**src/rtl/tqvp_sprite_renderer_if.sv**
```systemverilog
// Signal bundle between the video controller / object and bitmap stores
// (master side) and the 1bpp sprite renderer (slave side).
interface tqvp_sprite_renderer_if;
    logic [9:0] pix_x;
    logic [9:0] pix_y;
    logic       visible;
    logic [5:0] bg_rgb;
    logic [9:0] obj_x;
    logic [9:0] obj_y;
    logic [5:0] obj_color;
    logic       obj_enable;
    logic [4:0] bmp_addr;
    logic [7:0] bmp_data;
    logic       clr_collision;
    logic [5:0] rgb_out;
    logic       sprite_hit;
    logic       collision;

    modport master (
        output pix_x, pix_y, visible, bg_rgb,
        output obj_x, obj_y, obj_color, obj_enable,
        output bmp_data, clr_collision,
        input  bmp_addr, rgb_out, sprite_hit, collision
    );

    modport slave (
        input  pix_x, pix_y, visible, bg_rgb,
        input  obj_x, obj_y, obj_color, obj_enable,
        input  bmp_data, clr_collision,
        output bmp_addr, rgb_out, sprite_hit, collision
    );
endinterface

```
**src/rtl/tqvp_sprite_renderer.sv**
```systemverilog
// Per-scanline 1bpp sprite engine. During horizontal blank it latches the
// object fields for the coming line and fetches one bitmap row; during active
// video it shifts that row out over the background colour, flags opaque
// sprite pixels and keeps a sticky sprite/background collision flag.
module tqvp_sprite_renderer #(
    parameter int SPRITE_H = 16,
    parameter int SCALE    = 1,
    parameter int V_ACTIVE = 480
) (
    input  logic                         clk,
    input  logic                         rst,
    tqvp_sprite_renderer_if.slave        bus
);
    // SCALE is restricted to 1, 2 or 4, so the divide is a right shift.
    localparam int         SCALE_SHIFT = (SCALE >= 4) ? 2 : ((SCALE >= 2) ? 1 : 0);
    localparam int         SPAN        = 8 * SCALE;
    localparam logic [9:0] LAST_LINE   = 10'(V_ACTIVE - 1);
    localparam logic [1:0] SUB_LAST    = 2'(SCALE - 1);
    localparam logic [5:0] SPAN_LAST   = 6'(SPAN - 1);
    localparam logic [9:0] ROWS        = 10'(SPRITE_H);

    typedef enum logic [2:0] {
        IDLE,
        ADDR,
        LATCH,
        ARMED,
        DRAW
    } state_t;

    state_t     state_q, state_d;
    logic       visible_q;
    logic [9:0] next_line_q, next_line_d;
    logic [9:0] obj_x_q, obj_x_d;
    logic [9:0] obj_y_q, obj_y_d;
    logic [5:0] color_q, color_d;
    logic       enable_q, enable_d;
    logic [7:0] shreg_q, shreg_d;
    logic [1:0] sub_q, sub_d;
    logic [5:0] span_q, span_d;
    logic [5:0] rgb_q, rgb_d;
    logic       hit_q, hit_d;
    logic       coll_q, coll_d;

    logic       vis_fall;
    logic       start_hit;
    logic       draw_now;
    logic       opaque;
    logic       load_shadow;
    logic       in_range;
    logic [9:0] line_diff;
    logic [9:0] row;

    // Start of horizontal blank, and the pixel where the sprite begins.
    assign vis_fall  = visible_q && !bus.visible;
    assign start_hit = bus.visible && (bus.pix_x == obj_x_q);

    // The first sprite pixel is emitted in the same cycle the FSM leaves
    // ARMED, so the output register always reflects the pixel column it was
    // sampled with (including a sprite at column 0).
    assign draw_now = (state_q == DRAW) || ((state_q == ARMED) && start_hit);
    assign opaque   = draw_now && shreg_q[7];

    // Bitmap row for the line being prefetched; wrapped subtraction plus the
    // explicit line compare keeps sprites near the bottom from wrapping to line 0.
    always_comb begin
        line_diff = next_line_q - obj_y_q;
        row       = line_diff >> SCALE_SHIFT;
        in_range  = enable_q && (next_line_q >= obj_y_q) && (row < ROWS);
    end

    assign bus.bmp_addr = ((state_q == ADDR) && in_range) ? row[4:0] : 5'd0;

    // Fetch / arm / draw sequencing and shadow loading.
    always_comb begin
        state_d     = state_q;
        shreg_d     = shreg_q;
        sub_d       = sub_q;
        span_d      = span_q;
        load_shadow = 1'b0;

        case (state_q)
            IDLE: begin
                if (vis_fall) begin
                    load_shadow = 1'b1;
                    state_d     = ADDR;
                end
            end
            ADDR: begin
                state_d = LATCH;
            end
            LATCH: begin
                shreg_d = in_range ? bus.bmp_data : 8'h00;
                sub_d   = 2'd0;
                span_d  = 6'd0;
                state_d = ARMED;
            end
            ARMED, DRAW: begin
                if (vis_fall) begin
                    // Right-edge clip: abandon the row and fetch the next line.
                    load_shadow = 1'b1;
                    state_d     = ADDR;
                end else if (draw_now && bus.visible) begin
                    state_d = DRAW;
                    if (sub_q == SUB_LAST) begin
                        shreg_d = {shreg_q[6:0], 1'b0};
                        sub_d   = 2'd0;
                    end else begin
                        sub_d = sub_q + 2'd1;
                    end
                    if (span_q == SPAN_LAST) begin
                        state_d = IDLE;
                    end else begin
                        span_d = span_q + 6'd1;
                    end
                end
            end
            default: begin
                state_d = IDLE;
            end
        endcase
    end

    // Line shadows: object fields frozen at start of hblank for the next line.
    always_comb begin
        next_line_d = next_line_q;
        obj_x_d     = obj_x_q;
        obj_y_d     = obj_y_q;
        color_d     = color_q;
        enable_d    = enable_q;
        if (load_shadow) begin
            next_line_d = (bus.pix_y == LAST_LINE) ? 10'd0 : (bus.pix_y + 10'd1);
            obj_x_d     = bus.obj_x;
            obj_y_d     = bus.obj_y;
            color_d     = bus.obj_color;
            enable_d    = bus.obj_enable;
        end
    end

    // Compositing and collision for the pixel sampled this cycle.
    always_comb begin
        rgb_d  = bus.visible ? (opaque ? color_q : bus.bg_rgb) : 6'h00;
        hit_d  = bus.visible && opaque;
        // A set in the same cycle as a clear wins.
        coll_d = (coll_q && !bus.clr_collision) ||
                 (bus.visible && opaque && (bus.bg_rgb != 6'h00));
    end

    // State, shadow and output registers.
    always_ff @(posedge clk or posedge rst) begin
        if (rst) begin
            state_q     <= IDLE;
            visible_q   <= 1'b0;
            next_line_q <= 10'd0;
            obj_x_q     <= 10'd0;
            obj_y_q     <= 10'd0;
            color_q     <= 6'h00;
            enable_q    <= 1'b0;
            shreg_q     <= 8'h00;
            sub_q       <= 2'd0;
            span_q      <= 6'd0;
            rgb_q       <= 6'h00;
            hit_q       <= 1'b0;
            coll_q      <= 1'b0;
        end else begin
            state_q     <= state_d;
            visible_q   <= bus.visible;
            next_line_q <= next_line_d;
            obj_x_q     <= obj_x_d;
            obj_y_q     <= obj_y_d;
            color_q     <= color_d;
            enable_q    <= enable_d;
            shreg_q     <= shreg_d;
            sub_q       <= sub_d;
            span_q      <= span_d;
            rgb_q       <= rgb_d;
            hit_q       <= hit_d;
            coll_q      <= coll_d;
        end
    end

    assign bus.rgb_out    = rgb_q;
    assign bus.sprite_hit = hit_q;
    assign bus.collision  = coll_q;

endmodule

```
**src/flat_wrapper.sv**
```systemverilog
// flat-port wrapper written by rule: the top's interface ports become plain ports
module tqvp_sprite_renderer_flat 
#(
    parameter int SPRITE_H = 16,
    parameter int SCALE    = 1,
    parameter int V_ACTIVE = 480
)
  (clk, rst, bus_pix_x, bus_pix_y, bus_visible, bus_bg_rgb, bus_obj_x, bus_obj_y, bus_obj_color, bus_obj_enable, bus_bmp_data, bus_clr_collision, bus_bmp_addr, bus_rgb_out, bus_sprite_hit, bus_collision);
  tqvp_sprite_renderer_if bus_i ();
  input  logic clk;
  input  logic rst;
  input wire logic [$bits(bus_i.pix_x)-1:0] bus_pix_x;
  input wire logic [$bits(bus_i.pix_y)-1:0] bus_pix_y;
  input wire logic [$bits(bus_i.visible)-1:0] bus_visible;
  input wire logic [$bits(bus_i.bg_rgb)-1:0] bus_bg_rgb;
  input wire logic [$bits(bus_i.obj_x)-1:0] bus_obj_x;
  input wire logic [$bits(bus_i.obj_y)-1:0] bus_obj_y;
  input wire logic [$bits(bus_i.obj_color)-1:0] bus_obj_color;
  input wire logic [$bits(bus_i.obj_enable)-1:0] bus_obj_enable;
  input wire logic [$bits(bus_i.bmp_data)-1:0] bus_bmp_data;
  input wire logic [$bits(bus_i.clr_collision)-1:0] bus_clr_collision;
  output wire logic [$bits(bus_i.bmp_addr)-1:0] bus_bmp_addr;
  output wire logic [$bits(bus_i.rgb_out)-1:0] bus_rgb_out;
  output wire logic [$bits(bus_i.sprite_hit)-1:0] bus_sprite_hit;
  output wire logic [$bits(bus_i.collision)-1:0] bus_collision;
  assign bus_i.pix_x = bus_pix_x;
  assign bus_i.pix_y = bus_pix_y;
  assign bus_i.visible = bus_visible;
  assign bus_i.bg_rgb = bus_bg_rgb;
  assign bus_i.obj_x = bus_obj_x;
  assign bus_i.obj_y = bus_obj_y;
  assign bus_i.obj_color = bus_obj_color;
  assign bus_i.obj_enable = bus_obj_enable;
  assign bus_i.bmp_data = bus_bmp_data;
  assign bus_i.clr_collision = bus_clr_collision;
  assign bus_bmp_addr = bus_i.bmp_addr;
  assign bus_rgb_out = bus_i.rgb_out;
  assign bus_sprite_hit = bus_i.sprite_hit;
  assign bus_collision = bus_i.collision;
  tqvp_sprite_renderer #(.SPRITE_H(SPRITE_H), .SCALE(SCALE), .V_ACTIVE(V_ACTIVE)) u_core (.clk(clk), .rst(rst), .bus(bus_i));
endmodule
```
**config.mk**
```make
export PLATFORM = sky130hd
export DESIGN_NAME = tqvp_sprite_renderer_flat
export DESIGN_NICKNAME = d
export VERILOG_FILES = /design/src/rtl/tqvp_sprite_renderer_if.sv /design/src/rtl/tqvp_sprite_renderer.sv /design/src/flat_wrapper.sv
export SDC_FILE = /design/constraint.sdc
export NUM_CORES = 1
export LEC_CHECK = 0
export ABC_AREA = 1
export BUFFER_PORTS_ARGS = -buffer_cell sky130_fd_sc_hd__buf_2
export CAP_MARGIN = 5
export CORE_MARGIN = 3
export CORE_UTILIZATION = 40
export DETAILED_ROUTE_END_ITERATION = 16
export GPL_TIMING_DRIVEN = 0
export MAX_ROUTING_LAYER = met4
export PLACE_DENSITY_LB_ADDON = 0.12
export RECOVER_POWER = 50
export SLEW_MARGIN = 15
export SYNTH_ARGS = -nofsm -noshare
export SYNTH_HDL_FRONTEND = slang
export SYNTH_SLANG_ARGS = --single-unit
```
**constraint.sdc**
```tcl
create_clock -name clk -period 2.3 [get_ports clk]
set_input_delay 0.23 -clock clk [delete_from_list [all_inputs] [get_ports clk]]
set_output_delay 0.23 -clock clk [all_outputs]
set_load 0.1 [all_outputs]
```
### After elaboration in Yosys (flattened, before gate mapping)

Cells that the tools add are included.

| word-level totals | value |
|---|---|
| register bits | 65 |
| latch bits | 0 |
| bits in writable memories | 0 |
| bits in read-only memories | 0 |
| input port bits | 65 |
| memories | 0 |

| cells by class | value |
|---|---|
| add/sub/neg operators | 4 |
| multiply operators | 0 |
| div/mod/pow operators | 0 |
| order comparisons | 2 |
| equal/unequal tests | 13 |
| shifts and indexed selects | 0 |
| muxes and demuxes | 24 |
| bitwise gates (word level) | 0 |
| reductions and logical operators | 25 |

Operators by type and width:

| kind | number |
|---|---|
| 8-bit two-way mux | 4 |
| 6-bit two-way mux | 5 |
| 8-bit case mux with 2 select lines | 1 |
| 3-bit two-way mux | 4 |
| 3-bit case mux with 4 select lines | 1 |
| 6-bit case mux with 2 select lines | 1 |
| 1-bit logical AND | 11 |
| 10-bit by 1-bit adder with 10-bit output (second input constant) | 1 |
| 10-bit equality test | 1 |
| 10-bit by 9-bit equality test with 1-bit output (second input constant) | 1 |
| 10-bit greater-or-equal comparator | 1 |
| 10-bit by 5-bit less-than comparator with 1-bit output (second input constant) | 1 |
| 10-bit two-way mux | 1 |
| 10-bit subtractor | 1 |
| 4-bit AND reduction | 2 |
| 6-bit by 1-bit adder with 6-bit output (second input constant) | 1 |
| 3-bit by 2-bit equality test with 1-bit output (second input constant) | 2 |
| 6-bit by 3-bit equality test with 1-bit output (second input constant) | 1 |
| 2-bit two-way mux | 3 |
| 2-bit by 1-bit inequality test with 1-bit output (second input constant) | 3 |
| 6-bit nonzero test | 1 |
| 5-bit two-way mux | 1 |
| 2-bit inequality test (second input constant) | 2 |
| 2-bit case mux with 2 select lines | 1 |
| other kinds (14) | 17 |

### Depth between registers and ports, before layout

| logic depth | value |
|---|---|
| depth after elaboration | 8 |
| depth in mapped cells | 16 |
| depth with buffers taken out | 16 |

### Least setup slack after synthesis

No wires, ideal clock.

| path | value |
|---|---|
| path kind | flip-flop to output port |
| from | reg u_core.next_line_q[0] |
| to | out bus_bmp_addr[0] |
| arrival | 3.076 ns |
| data required time | 2.070 ns |
| slack | -1.006 ns |
| stages on the path, launching flop included | 16 |
| cells stage by stage | dfrtp_1 inv_1 ha_1 inv_1 fa_1 nand2_2 nand2_2 nand3b_1 nand2_1 nor2_1 nand2_1 nor2_2 nand2_2 nor2_8 nand3_2 nor2_1 |

| on the way | value |
|---|---|
| word-level cells in the longest chain between the ends | 5 |

RTL lines:

| item | line | source |
|---|---|---|
| start: declaration | tqvp_sprite_renderer.sv:32 | `logic [9:0] next_line_q, next_line_d;` |
| start signal: assignment | tqvp_sprite_renderer.sv:167 | `next_line_q <= next_line_d;` |
| 10-bit subtractor or 10-bit greater-or-equal comparator (tied branches) | tqvp_sprite_renderer.sv:66, tqvp_sprite_renderer.sv:68 |  |
| 10-bit by 5-bit less-than comparator with 1-bit output or 1-bit logical AND (tied branches) | tqvp_sprite_renderer.sv:68 | `in_range = enable_q && (next_line_q >= obj_y_q) && (row < ROWS);` |
| 1-bit logical AND | tqvp_sprite_renderer.sv:68 |  |
| 1-bit logical AND | tqvp_sprite_renderer.sv:71 | `assign bus.bmp_addr = ((state_q == ADDR) && in_range) ? row[4:0] : 5'd0;` |
| 5-bit two-way mux (*) | tqvp_sprite_renderer.sv:71 |  |
| end: declaration | flat_wrapper.sv:22 | `output wire logic [$bits(bus_i.bmp_addr)-1:0] bus_bmp_addr;` |

Every way passes the cells marked *; elsewhere a longest branch is shown, timed or not.

### Worst setup path after layout

Same ends and word-level chain as after synthesis.

==> impl_metrics.env <==
export IMPL_status="complete, but fails checks"
export IMPL_violations="negative setup slack"
export IMPL_first_pass_iters=5
export IMPL_yosys_warnings=0
export IMPL_fin_util=0.520
export IMPL_switching_share=0.458
export IMPL_grt_antenna_before_repair=0
export IMPL_die_area_mm2=0.0110
export IMPL_syn_inst=531
export IMPL_drive_gt1_frac=0.240
export IMPL_combinationalPowerShare=0.544
export IMPL_cp_max_fo=4
export IMPL_syn_avg_cell_area_um2=7.35
export IMPL_tritoncts="built"
export IMPL_clk_pin_slew_ns=0.08
export IMPL_seq_power_share=0.292
export IMPL_setup_viol=4
export IMPL_initial_core_util=0.417
export IMPL_period_needed_ns=2.85
export IMPL_place_congestion=0.838
export IMPL_synth_nets=611
export IMPL_finalWirelength_um=9010
export IMPL_clk_insertion_delay_late_ns=0.35
export IMPL_layout_nets=709
export IMPL_peakVddDrop_v=0.000658
export IMPL_setup_tns_ns=-2.14
export IMPL_grt_first_pass_wirelength_um=15500
export IMPL_h_tree_depth=3
export IMPL_diodes=0
export IMPL_ant_nets=0
export IMPL_dp_hpwl_um=6740
export IMPL_avgViaCountPerCell=4.64
export IMPL_post_route_period_util=1.24
export IMPL_place_ws_ns=-0.603
export IMPL_vias=3542
export IMPL_p_leak_nw=2.58
export IMPL_worstReg2RegStart="u_core.next_line_q[0]"
export IMPL_final_cell_mix="nand2_1 (143), inv_1 (80), buf_2 (71), dfrtp_1 (65), nor2_1 (54)"
export IMPL_max_slew_worst_pin_slew_ns=1.17
export IMPL_clk_path_buf_depth=2
export IMPL_maxCapViolCount=0
export IMPL_hp_class="input port to flip-flop"
export IMPL_io_pins=78
export IMPL_coreArea_mm2=0.00937
export IMPL_drv_slew=0
export IMPL_skew_ns=0.0121
export IMPL_final_common_cell="nand2_1"
export IMPL_rows=35
export IMPL_io_buffers=76
export IMPL_drc=0
export IMPL_cts_root_buf="clkbuf_8"
export IMPL_worst_ep_arrival_time_ns=2.62
export IMPL_p_switching_mw=2.81
export IMPL_die_w_um=105
export IMPL_synth_area_mm2=0.00390
export IMPL_p_per_area_mw_per_mm2=1260
export IMPL_die_y_um=105
export IMPL_rsz0062_at_grt="true"
export IMPL_fmax_mhz=351
export IMPL_power_frac_clock=0.164
export IMPL_wl_per_cell_um=11.8
export IMPL_worstSetupEndpointType="primary output"
export IMPL_cp_required_ns=2.07
export IMPL_hold_violations=0
export IMPL_worstRegToRegCells=16
export IMPL_crit_path_start="u_core.next_line_q[0]"
export IMPL_ys_ff_latch=65
export IMPL_start_kind="flip-flop"
export IMPL_dr_first_iter_drc_count=96
export IMPL_setup_worst_path_end="bus_bmp_addr[0]"
export IMPL_worst_slack_ns=-0.550
export IMPL_path_class="flip-flop to primary output"
export IMPL_cts_made_buffers=9
export IMPL_yosysSeqAreaShare=0.417
export IMPL_area_growth_pct=24.9
export IMPL_cts_sinks=65
export IMPL_rrSetupSlack_ns=0.14
export IMPL_grt_max_degree=42
export IMPL_grt_usage=0.177
export IMPL_intPower_mw=3.33
export IMPL_gr_total_overflow=0
export IMPL_grt_pass1_vias=3399
export IMPL_slew_headroom=0.222
export IMPL_synth_distinct_cells=39
export IMPL_reg2reg_to="u_core.shreg_q[1]"
==> final cells by class <==
| class | instances | area [um2] |
|---|---|---|
| Buffer | 13 | 80.1 |
| Clock buffer | 10 | 138 |
| Clock inverter | 6 | 66.3 |
| Fill cell | 988 | 4490 |
| Inverter | 86 | 327 |
| Multi-Input combinational cell | 367 | 1940 |
| Sequential cell | 65 | 1630 |
| Tap cell | 129 | 161 |
| Timing Repair Buffer | 87 | 538 |
==> layer usage <==
| metal | up-vias | GRT usage | share of wire |
|---|---|---|---|
| met5 | - | - | 0 |
| met4 | 0 | 0.0600 | 0.012 |
| met3 | 11 | 0.0358 | 0.053 |
| met2 | 89 | 0.258 | 0.43 |
| met1 | 1595 | 0.246 | 0.51 |
| li1 | 1847 | - | - |
==> stage by stage <==
step                      power [mW]  hold slack [ns]  cell area, um2  std cells
after detailed placement        4.95            0.232            4520        737
final                           6.14           0.0839            4880        763
after global placement          4.90            0.353            4490        736
after CTS                       6.12           0.0744            4870        761
after global routing            6.76           0.0798            4880        763
after floorplan                 4.30            0.261            3940        531
==> state kept, by name, indices dropped and copies added, names as in the netlist <==
register	flops
u_core.shreg_q	8
u_core.enable_q	1
u_core.span_q	6
u_core.bus.collision	1
u_core.bus.rgb_out	6
u_core.bus.sprite_hit	1
u_core.obj_x_q	10
u_core.next_line_q	10
u_core.sub_q	2
u_core.visible_q	1
u_core.color_q	6
u_core.state_q	3
u_core.obj_y_q	10
==> synth_stat cells <==
| master | n | area, um2 |
|---|---|---|
| a21oi_1 | 22 | 110 |
| o21ai_1 | 1 | 5.00 |
| nand3b_1 | 3 | 22.5 |
| a211oi_1 | 1 | 7.51 |
| o21ai_2 | 6 | 52.6 |
| xnor2_1 | 2 | 17.5 |
| inv_1 | 83 | 312 |
| nor2_8 | 1 | 20.0 |
| nor2_1 | 57 | 214 |
| dfrtp_1 | 65 | 1630 |
| buf_2 | 1 | 5.00 |
| nand3_2 | 3 | 30.0 |
| o31ai_1 | 2 | 15.0 |
| or2_4 | 1 | 8.76 |
| inv_2 | 3 | 11.3 |
| fa_1 | 1 | 20.0 |
| nor4_1 | 2 | 12.5 |
| ha_1 | 14 | 175 |
| nand4_1 | 2 | 12.5 |
| nor2_4 | 2 | 22.5 |
| nor3_2 | 1 | 10.0 |
| xor2_1 | 8 | 70.1 |
| a21o_1 | 1 | 7.51 |
| buf_6 | 1 | 11.3 |
| conb_1 | 1 | 3.75 |
| a21oi_2 | 1 | 8.76 |
| nor3_1 | 4 | 20.0 |
| or2_1 | 1 | 6.26 |
| buf_4 | 6 | 45.0 |
| nand2_2 | 11 | 68.8 |
| clkbuf_1 | 5 | 18.8 |
| o21ai_0 | 40 | 200 |
| o22ai_1 | 1 | 6.26 |
| nand3_1 | 24 | 120 |
| nand2_1 | 143 | 537 |
| nor2_2 | 3 | 18.8 |
| or2_2 | 3 | 18.8 |
| a31oi_1 | 3 | 18.8 |
| o21bai_1 | 2 | 15.0 |
==> kinds of logic after synthesis <==
| family | synth area share |
|---|---|
| xor gates and xnor gates | 0.0224 |
| buffers and inverters | 0.103 |
| adders and majority gates | 0.0500 |
| and+or+nand+nor | 0.293 |
| AOI/OAI and AO/OA | 0.114 |
| DFF | 0.417 |
| other | 0.000960 |
==> power groups by stage <==
stage | combinational (mW) | sequential, mW | clock, mW
2_1_floorplan | 2.46 | 1.84 | 0
3_3_place_gp | 3.10 | 1.80 | 0
3_5_place_dp | 3.13 | 1.81 | 0
4_1_cts | 3.29 | 1.79 | 1.04
5_1_grt | 3.83 | 1.85 | 1.08
6_report | 3.34 | 1.79 | 1.01
==> repair_timing <==
| item | 4_1_cts | 5_1_grt |
|---|---|---|
| endpoints found under the setup margin | 4 | 12 |
| buffers inserted | 6 | 3 |
| gates resized for setup | 22 | 2 |
| hold buffers | 2 | 0 |
| pin swaps | 6 | 6 |
| endpoints found under the hold margin | 25 | 0 |
| cloned | 0 | 0 |
==> worst min path at each step <==
stage | from | slack, ns | end | depth (start not counted)
floorplan | bus_visible | 0.26 | u_core.visible_q | 0
global placement | bus_visible | 0.35 | u_core.visible_q | 1
detailed placement | rst | 0.23 | u_core.color_q[4] | 2
CTS | bus_obj_y[5] | 0.07 | u_core.obj_y_q[5] | 3
global route | bus_clr_collision | 0.08 | u_core.bus.collision | 2
finish | bus_clr_collision | 0.08 | u_core.bus.collision | 2
==> critical path: stages, from the launching register on <==
cell and delay [ns]:
dfrtp_1 0.37, inv_2 0.07, ha_4 0.13, inv_4 0.03, fa_2 0.34, nand2_2 0.10
nand2_4 0.07, nand3b_1 0.08, nand2_1 0.05, nor2_1 0.08, nand2_1 0.07, nor2_2 0.09
nand2_2 0.09, nor2_8 0.12, nand3_4 0.11, buf_12 0.17, nor2_4 0.12, buf_12 0.18
No activity file was read; power rests on OpenSTA's default activity.
